`src/rtl/mult_pkg.sv`:
```
// Shared types for the shift-and-add multiplier.
package mult_pkg;

    // Transaction state: waiting for operands, stepping partial products, holding the result.
    typedef enum logic [1:0] {
        IDLE = 2'd0,
        BUSY = 2'd1,
        DONE = 2'd2
    } mult_state_t;

endpackage : mult_pkg

```
`src/rtl/ripple_carry_adder.sv`:
```
// Ripple-carry adder: WIDTH-bit sum plus carry-out, one full-adder cell per bit.
module ripple_carry_adder #(
    parameter int WIDTH = 4
) (
    input  logic [WIDTH-1:0] a,
    input  logic [WIDTH-1:0] b,
    input  logic             cin,
    output logic [WIDTH-1:0] sum,
    output logic             cout
);

    // Propagate the carry bit by bit from LSB to MSB.
    always_comb begin
        logic carry;
        // NOTE: blocking '=' is intended here; carry is a combinational
        // temporary that each loop iteration must see updated immediately.
        carry = cin;
        sum   = '0;
        for (int i = 0; i < WIDTH; i++) begin
            sum[i] = a[i] ^ b[i] ^ carry;
            carry  = (a[i] & b[i]) | (carry & (a[i] ^ b[i]));
        end
        cout = carry;
    end

endmodule : ripple_carry_adder

```
`src/rtl/shift_add_multiplier.sv`:
```
// Multi-cycle unsigned WIDTH x WIDTH -> 2*WIDTH multiplier, one partial
// product per clock, with valid/ready handshakes on both sides.
// Optional build macro MULT_ZERO_SKIP_EN: a zero operand skips straight to
// DONE with product 0 (1-cycle latency instead of WIDTH+1).
module shift_add_multiplier
    import mult_pkg::*;
#(
    parameter int WIDTH = 4
) (
    input  logic               clk,
    input  logic               rst_n,
    input  logic               in_valid,
    output logic               in_ready,
    input  logic [WIDTH-1:0]   a,
    input  logic [WIDTH-1:0]   b,
    output logic               out_valid,
    input  logic               out_ready,
    output logic [2*WIDTH-1:0] product,
    output logic               busy
);

    localparam int              CNT_W    = $clog2(WIDTH + 1);
    localparam logic [CNT_W-1:0] LAST_CNT = CNT_W'(WIDTH - 1);

    mult_state_t          state;
    mult_state_t          state_next;
    logic [WIDTH-1:0]     mcand;
    logic [2*WIDTH-1:0]   p;
    logic [CNT_W-1:0]     cnt;
    logic [WIDTH-1:0]     addend;
    logic [WIDTH-1:0]     sum;
    logic                 cout;
    logic                 accept;
    logic                 zero_skip;

    // Handshake flags come from the registered state only.
    assign in_ready  = (state == IDLE);
    assign out_valid = (state == DONE);
    assign busy      = (state != IDLE);
    assign product   = p;
    assign accept    = in_valid && in_ready;

`ifdef MULT_ZERO_SKIP_EN
    assign zero_skip = (a == '0) || (b == '0);
`else
    assign zero_skip = 1'b0;
`endif

    // Add the multiplicand into the upper half when the current multiplier LSB is set.
    assign addend = mcand & {WIDTH{p[0]}};

    ripple_carry_adder #(.WIDTH(WIDTH)) u_adder (
        .a    (p[2*WIDTH-1:WIDTH]),
        .b    (addend),
        .cin  (1'b0),
        .sum  (sum),
        .cout (cout)
    );

    // State register.
    always_ff @(posedge clk or negedge rst_n) begin
        // NOTE: sequential state uses non-blocking '<=' so every register
        // samples pre-edge values regardless of statement order.
        if (!rst_n) state <= IDLE;
        else        state <= state_next;
    end

    // Next-state decode: accept in IDLE, count steps in BUSY, wait for consumer in DONE.
    always_comb begin
        // NOTE: default first so no path leaves state_next unassigned (no latch).
        state_next = state;
        case (state)
            IDLE:    if (accept) state_next = zero_skip ? DONE : BUSY;
            BUSY:    if (cnt == LAST_CNT) state_next = DONE;
            DONE:    if (out_ready) state_next = IDLE;
            default: state_next = IDLE;
        endcase
    end

    // Datapath: load operands on accept, shift in one partial product per BUSY cycle.
    always_ff @(posedge clk or negedge rst_n) begin
        // NOTE: the datapath is reset too, so product reads 0 immediately on
        // reset and no partial result from a discarded transaction survives.
        if (!rst_n) begin
            mcand <= '0;
            p     <= '0;
            cnt   <= '0;
        end else begin
            case (state)
                IDLE: begin
                    if (accept) begin
                        mcand <= a;
                        p     <= zero_skip ? '0 : {{WIDTH{1'b0}}, b};
                        cnt   <= '0;
                    end
                end
                BUSY: begin
                    p   <= {cout, sum, p[WIDTH-1:1]};
                    cnt <= cnt + CNT_W'(1);
                end
                default: ;
            endcase
        end
    end

endmodule : shift_add_multiplier

```
`config.mk`:
```
export PLATFORM = sky130hd
export DESIGN_NAME = shift_add_multiplier
export DESIGN_NICKNAME = d
export VERILOG_FILES = /design/src/rtl/mult_pkg.sv /design/src/rtl/ripple_carry_adder.sv /design/src/rtl/shift_add_multiplier.sv
export SDC_FILE = /design/constraint.sdc
export NUM_CORES = 1
export LEC_CHECK = 0
export ABC_AREA = 1
export BUFFER_PORTS_ARGS = -buffer_cell sky130_fd_sc_hd__buf_2
export CORE_UTILIZATION = 40
export DETAILED_ROUTE_END_ITERATION = 12
export GPL_ROUTABILITY_DRIVEN = 1
export PLACE_DENSITY = 0.68
export SLEW_MARGIN = 30
export SYNTH_ARGS = -nofsm -noshare
export SYNTH_HDL_FRONTEND = slang
export SYNTH_HIERARCHICAL = 1
export SYNTH_SLANG_ARGS = --single-unit
```
`constraint.sdc`:
```
create_clock -name clk -period 2.62 [get_ports clk]
set_input_delay 0.524 -clock clk [delete_from_list [all_inputs] [get_ports clk]]
set_output_delay 0.524 -clock clk [all_outputs]
set_load 0.05 [all_outputs]
```
* Word-level counts from Yosys, hierarchy flattened
Cells that the tools add are included.
Storage, ports and cells: word-level logic and storage cells 44, input bits 12, output and inout bits 11, flip-flop bits (word level) 17
Cells by class: reduce and logical (&&, ||, !) cells 7, multiplexer cells 8, $add $sub $neg 1, bitwise gates (word level) 18, equal/unequal tests 6
Operator list (number):
- $pmux W8 S2 | 1
- $mux W8 | 1
- $and A1 B1 Y1 | 7
- $xor A1 B1 Y1 | 7
- $mux W2 | 3
- $pmux W2 S3 | 1
- $pmux W3 S2 | 1
- $and A4 B4 Y4 | 1
- $ne A2 B1 Y1 const B | 2
- $reduce_and A2 Y1 | 2
- $reduce_bool A2 Y1 | 2
- $add A3 B1 Y3 const B | 1
- $eq A3 B2 Y1 const B | 1
- $mux W3 | 1
- $or A1 B1 Y1 | 3
- $reduce_and A3 Y1 | 1
- $eq A2 B1 Y1 const B | 1
- $eq A2 B2 Y1 const B | 1
- $logic_not A2 Y1 | 1
- $ne A2 B2 Y1 const B | 1
- $logic_and A1 B1 Y1 | 1

* Longest topological paths before layout
Gate-level depths: netlist (run 1).
depth in word-level cells 9, depth in mapped cells 12

* By module
The synthesis (run 1) kept the hierarchy.
Modules (own cells, without submodules):
- shift_add_multiplier | sequential area each 425.4 um^2, cells each 98, times used 1, area an instance 799.5 um^2
- ripple_carry_adder | sequential area each 0.0 um^2, cells each 14, times used 1, area an instance 117.6 um^2

* Worst setup path before layout (run 1)
No wires, ideal clock.
path kind reg2reg, start register p[0] (netlist: product[0]), end register p[6] (netlist: product[6]), cell stages (with the launch flop) 13, buffers on the path 0, path slack 0.195 ns, arrival 2.360 ns, setup time 0.065 ns, period minus slack after synthesis 2.425 ns, cell sequence dfrtp_1 > nand2_1 > inv_1 > fa_1 > inv_1 > fa_1 > inv_1 > fa_1 > inv_1 > fa_1 > inv_1 > nand3_1 > nand2_1
Between the ends: word-level cells in the longest chain between the ends 8, elaborated cells between the ends (all ways) 13, those cells by class mux: 1; bitwise: 12
RTL lines:
- start: declaration | RTL line shift_add_multiplier.sv:28 | logic [2*WIDTH-1:0] p;
- start signal: assignment | RTL line shift_add_multiplier.sv:93 | p <= zero_skip ? '0 : {{WIDTH{1'b0}}, b};
- start signal: assignment | RTL line shift_add_multiplier.sv:98 | p <= {cout, sum, p[WIDTH-1:1]};
- $and A4 B4 Y4 | RTL line shift_add_multiplier.sv:50 | assign addend = mcand & {WIDTH{p[0]}};
- via addend[0] | RTL line shift_add_multiplier.sv:30 | logic [WIDTH-1:0] addend;
- $and A1 B1 Y1 (2 in a row) | RTL line ripple_carry_adder.sv:21 | carry = (a[i] & b[i]) | (carry & (a[i] ^ b[i]));
- $or A1 B1 Y1 | RTL line ripple_carry_adder.sv:21
- $and A1 B1 Y1 | RTL line ripple_carry_adder.sv:21
- $or A1 B1 Y1 | RTL line ripple_carry_adder.sv:21
- $xor A1 B1 Y1 | RTL line ripple_carry_adder.sv:20 | sum[i] = a[i] ^ b[i] ^ carry;
- via sum[3] | RTL line shift_add_multiplier.sv:31 | logic [WIDTH-1:0] sum;
- $pmux W8 S2 | RTL line shift_add_multiplier.sv:89 | case (state)
The timed path passes the listed nets, and every way through them passes these cells. A chain may end at the register's enable or synchronous reset.

* Worst setup path in the final report (run 1)
Ends and elaborated chain as after synthesis.

==> flow_summary.ini, run 1 <==
[outcome]
outcome = complete, no violations

[sta]
clock_skew_ns = 0.00784
fmax_mhz = 432
setup_viol = 0
setup_ws_ns = 0.304
whs_ns = 0.127
hold_viol_final = 0
maxSlewHeadroom_pct = 62.4
maxSlewViolCount = 0
fin_tns_setup_ns = 0
finalCriticalPeriod_ns = 2.32
grt_setup_unrepaired = false
finalCritPeriodShare_pct = 88.4
worst_pin_slew_ns = 0.564

[critical_path]
worstPathArrival_ns = 2.56
crit_path_cell_trace = nand2_1 > inv_1 > fa_1 > inv_1 > fa_1 > inv_1 > fa_1 > inv_1 > fa_1 > inv_1 > nand3_1 > nand2_1
startpoint = product[0]
setup.worst_path.end_class = flop
worstReg2RegStart = product[0]
critPathMaxStageDelay_ns = 0.44
path_common_cell = inv_1
start_kind = flop
worstPathRequired_ns = 2.86
crit_slowest_cell = dfrtp_1
crit_path_max_fanout = 6
worst-setup-path-type = reg -> reg

[final_layout]
layout-drive-gt1-share_pct = 20.6
nets = 155
final_cell_mix = nand2_1 (46), buf_2 (22), inv_1 (18)
fin_cells = 163
final_common_cell = nand2_1
area_delta_synth_final_pct = 16.5
diodes = 0

[place]
placed_cells = 159
dp_hpwl_um = 1190
pre_cts_ws_ns = 0.304
portBuffers = 22
place.gp.congestion = 0.746

[floorplan]
placementRows = 16
die_area_um2 = 2490
fp.dieH_um = 49.9
start_util_pct = 44.5
die_w_um = 49.9
io_pins = 23
core_um2 = 2060

[global_routing]
grt_overflow = 0
grt_start_max_net_pins = 18
grt_pass1_wl_um = 2970
antenna_found_initial = 0
grt_pass1_vias = 696
grt_usage_pct = 16.2

[power_and_ir_drop]
clkPwrFrac_pct = 10.2
p_per_area_nw_per_um2 = 1290
switching_power_w = 0.000728
power_w = 0.00138
irDropWorstVdd_mv = 0.976
p_int_w = 0.000652
pwr-share-seq_pct = 35.8
switching_share_pct = 52.7
combPwrFrac_pct = 54.0
p_leak_nw = 0.638

[run]
maxCapViolCount = 0

[detailed_routing]
routedWlPerCell_um = 10.1
dr.pass1.iters = 4
drc = 0
vias = 741
drtIter0Drc = 8
ant_nets = 0
drt-total-wl_um = 1650
vias_per_cell = 4.55

[yosys]
syn_nets = 130
seq_area_frac_synth_pct = 46.4
synth_area_per_cell_um2 = 8.19
syn_area_um2 = 917
netlist_instances = 112
yosysWarnings = 6
ys_ff_latch = 17
synth_cell_type_count = 14

[clock_tree]
clock_sinks = 17
cts_setup_buffers = 0
cts_tree = yes
numCtsBuffers = 3
ctsRootBufferMaster = clkbuf_4
clk_latency_ns = 0.29
cts.htree.levels = 1
clockBufferDepth = 2
cts_hold_buffers = 0
path_clk_slew_ns = 0.10
cts_resized = 0

[worst_hold_path]
holdCritPathClass = in -> async
[kinds of logic (layout without fill, tap and decap cells)]
group / Yosys count / count (layout) / share of synthesized area [%]
compound gates: 5 / 5 / 3.41
fa+ha+maj: 6 / 6 / 11.5
buf+inv: 21 / 45 / 10.2
flops: 17 / 17 / 46.4
other cells: 1 / 1 / 0.409
simple gates: 62 / 62 / 28.1
[power groups by stage]
stage	clock [W]	combinational, W	sequential (W)
2_1_floorplan	0	0.000462	0.000631
3_3_place_gp	0	0.000742	0.000494
3_5_place_dp	0	0.000751	0.000502
4_1_cts	0.000147	0.000755	0.000495
5_1_grt	0.000165	0.000845	0.000513
6_report	0.000141	0.000745	0.000494
[metrics by stage]
stage	utilization, %	cell area (µm²)
2_1_floorplan	-	917
3_3_place_gp	50.5	1040
3_5_place_dp	50.5	1040
4_1_cts	51.8	1070
5_1_grt	51.8	1070
6_report	51.8	1070
[path summary, 6_finish.rpt]
kind	to	slack, ns	depth (start not counted)
worst max register to register	product[6]	0.30	12
min in group clk	state[1]	0.41	2
max in group asynchronous	cnt[0]	2.21	1
worst min-delay path	product[3]	0.13	1
worst max-delay path	product[6]	0.30	12
worst min register to register	cnt[1]	0.48	2
[cell usage after synthesis]
cell type | instances | area, µm²
nand2_1 | 46 | 173
inv_1 | 18 | 67.6
dfrtp_1 | 17 | 425
nand3_1 | 14 | 70.1
fa_1 | 4 | 80.1
o21ai_0 | 3 | 15.0
buf_4 | 2 | 15.0
ha_1 | 2 | 25.0
buf_6 | 1 | 11.3
conb_1 | 1 | 3.75
nor2_1 | 1 | 3.75
nor2_4 | 1 | 11.3
o21ai_2 | 1 | 8.76
o31ai_1 | 1 | 7.51
[layer usage]
metal  vias to the layer above  global-route usage [%]  share of wire, %
met4                         0                    8.57               2.0
li1                        386                       -                 -
met5                         -                       0                 0
met2                        24                    24.8                44
met3                         3                    3.70               4.1
met1                       328                    21.2                50
[registers in the layout, indices dropped and copies added, names as in the netlist]
signal / flops
mcand: 4
cnt: 3
state: 2
product: 8
[critical path, delay by kind of cell, from the launching register on]
family        cells  cell delay, ns
flops             1            0.44
fa+ha+maj         4            1.28
buf+inv           5            0.31
simple gates      3            0.24
[final cells by class]
| type | count | area (µm²) |
|---|---|---|
| well taps | 27 | 33.8 |
| inverters | 18 | 67.6 |
| clock buffers | 4 | 26.3 |
| fillers | 193 | 993 |
| flip-flops and latches | 17 | 425 |
| multi-input cells | 74 | 398 |
| repair buffers | 23 | 118 |
Power figures use the tool's default switching activity.
==> run 2: changes to the inputs <==
==> constraint.sdc (replaced) <==
create_clock -name clk -period 2.62 [get_ports clk]
set_input_delay 0.786 -clock clk [delete_from_list [all_inputs] [get_ports clk]]
set_output_delay 0.786 -clock clk [all_outputs]
set_load 0.05 [all_outputs]
==> flow_summary.ini, run 2 (synthesized netlist as in run 1, its figures left out) <==
[critical_path]
worstPathRequired_ns = 2.85
worstPathArrival_ns = 2.53
start_kind = flop
worst-setup-path-type = reg -> reg
r2r_end = product[6]
crit_path_end = product[6]
crit_path_max_fanout = 6
worstReg2RegStart = product[0]
setup.worst_path.end_class = flop
startpoint = product[0]
r2r_cells = 12
rrSetupSlack_ns = 0.32

[floorplan]
fp.dieH_um = 49.9
io_pins = 23
die_w_um = 49.9
die_area_um2 = 2490
placementRows = 16
start_util_pct = 44.5
core_um2 = 2060

[detailed_routing]
vias_per_cell = 4.61
drtIter0Drc = 22
drc = 0
dr.pass1.iters = 4
vias = 761
drt-total-wl_um = 1720
ant_nets = 0
routedWlPerCell_um = 10.4

[power_and_ir_drop]
combPwrFrac_pct = 55.5
pwr-share-seq_pct = 34.6
clkPwrFrac_pct = 9.8
switching_power_w = 0.000734
p_per_area_nw_per_um2 = 1290
irDropWorstVdd_mv = 0.917
p_leak_nw = 0.647
p_int_w = 0.000668
switching_share_pct = 52.3
power_w = 0.00140

[final_layout]
diodes = 0
fillers = 204
final_cell_mix = nand2_1 (46), buf_2 (22), inv_1 (18)
layout-drive-gt1-share_pct = 21.7
nets = 157
fin_cells = 165
final_common_cell = nand2_1
area_delta_synth_final_pct = 18.1
largest_reg_flops = 8

[run]
maxCapViolCount = 0

[clock_tree]
cts_resized = 0
clk_latency_ns = 0.28
cts_setup_buffers = 0
path_clk_slew_ns = 0.10
cts.htree.levels = 1
cts_hold_buffers = 0
numCtsBuffers = 3
ctsRootBufferMaster = clkbuf_4
clock_sinks = 17
clockBufferDepth = 2
cts_tree = yes

[global_routing]
grt_overflow = 0
grt_usage_pct = 16.9
antenna_found_initial = 0
grt_pass1_vias = 683
grt_start_max_net_pins = 18
grt_pass1_wl_um = 3060

[place]
dp_hpwl_um = 1300
place.gp.congestion = 0.755
pre_cts_ws_ns = 0.313
portBuffers = 22
placed_cells = 161

[sta]
finalCritPeriodShare_pct = 87.8
clock_skew_ns = 0.00237
setup_ws_ns = 0.321
hold_viol_final = 0
fin_tns_setup_ns = 0
finalCriticalPeriod_ns = 2.30
grt_setup_unrepaired = false
setup_viol = 0
maxSlewViolCount = 0
fmax_mhz = 435

[worst_hold_path]
holdCritPathClass = in -> async

[outcome]
outcome = complete, no violations
-- run 2: metal layers --
metal  up-vias  GRT usage, %  wire length, µm
met5         -             0                0
met4         0          7.14                0
met3         0          3.70               73
met2        23          26.1              754
met1       349          22.7              896
li1        389             -                -
-- run 2: power by group through the flow --
stage	Sequential [W]	Combinational, W	Clock, W
floorplan	0.000631	0.000462	0
global placement	0.000482	0.000775	0
detailed placement	0.000491	0.000784	0
CTS	0.000485	0.000787	0.000143
global route	0.000504	0.000877	0.000158
finish	0.000485	0.000778	0.000138
-- run 2: worst max-delay path: stages (launching register included) --
cell and delay, ns:
dfrtp_1 0.44, nand2_1 0.08, inv_1 0.05, fa_1 0.38
inv_1 0.08, fa_1 0.16, inv_1 0.05, fa_1 0.35
inv_1 0.07, fa_1 0.40, inv_1 0.06, nand3_1 0.07
nand2_1 0.07
-- run 2: cell type report --
| class | instances | area [µm²] | share of cell area (%) |
|---|---|---|---|
| Multi-Input combinational cell | 74 | 398 | 36.7 |
| Tap cell | 27 | 33.8 | 3.12 |
| Clock buffer | 4 | 26.3 | 2.42 |
| Inverter | 18 | 67.6 | 6.24 |
| Sequential cell | 17 | 425 | 39.3 |
| Timing Repair Buffer | 25 | 133 | 12.2 |
-- run 2: metrics by stage --
| step | util (%) | cell area, µm² | hold slack [ns] |
|---|---|---|---|
| 2_1_floorplan | - | 917 | 0.442 |
| 3_3_place_gp | 51.3 | 1060 | 0.461 |
| 3_5_place_dp | 51.3 | 1060 | 0.467 |
| 4_1_cts | 52.5 | 1080 | 0.406 |
| 5_1_grt | 52.5 | 1080 | 0.409 |
| 6_report | 52.5 | 1080 | 0.402 |
-- run 2: worst min path at each step --
stage,from,end,cells past startpoint
final,rst_n,product[1],1
after global routing,rst_n,product[1],1
after CTS,rst_n,product[3],1
after detailed placement,mcand[1],mcand[1],2
after global placement,cnt[1],cnt[1],2
after floorplan,mcand[0],mcand[0],2
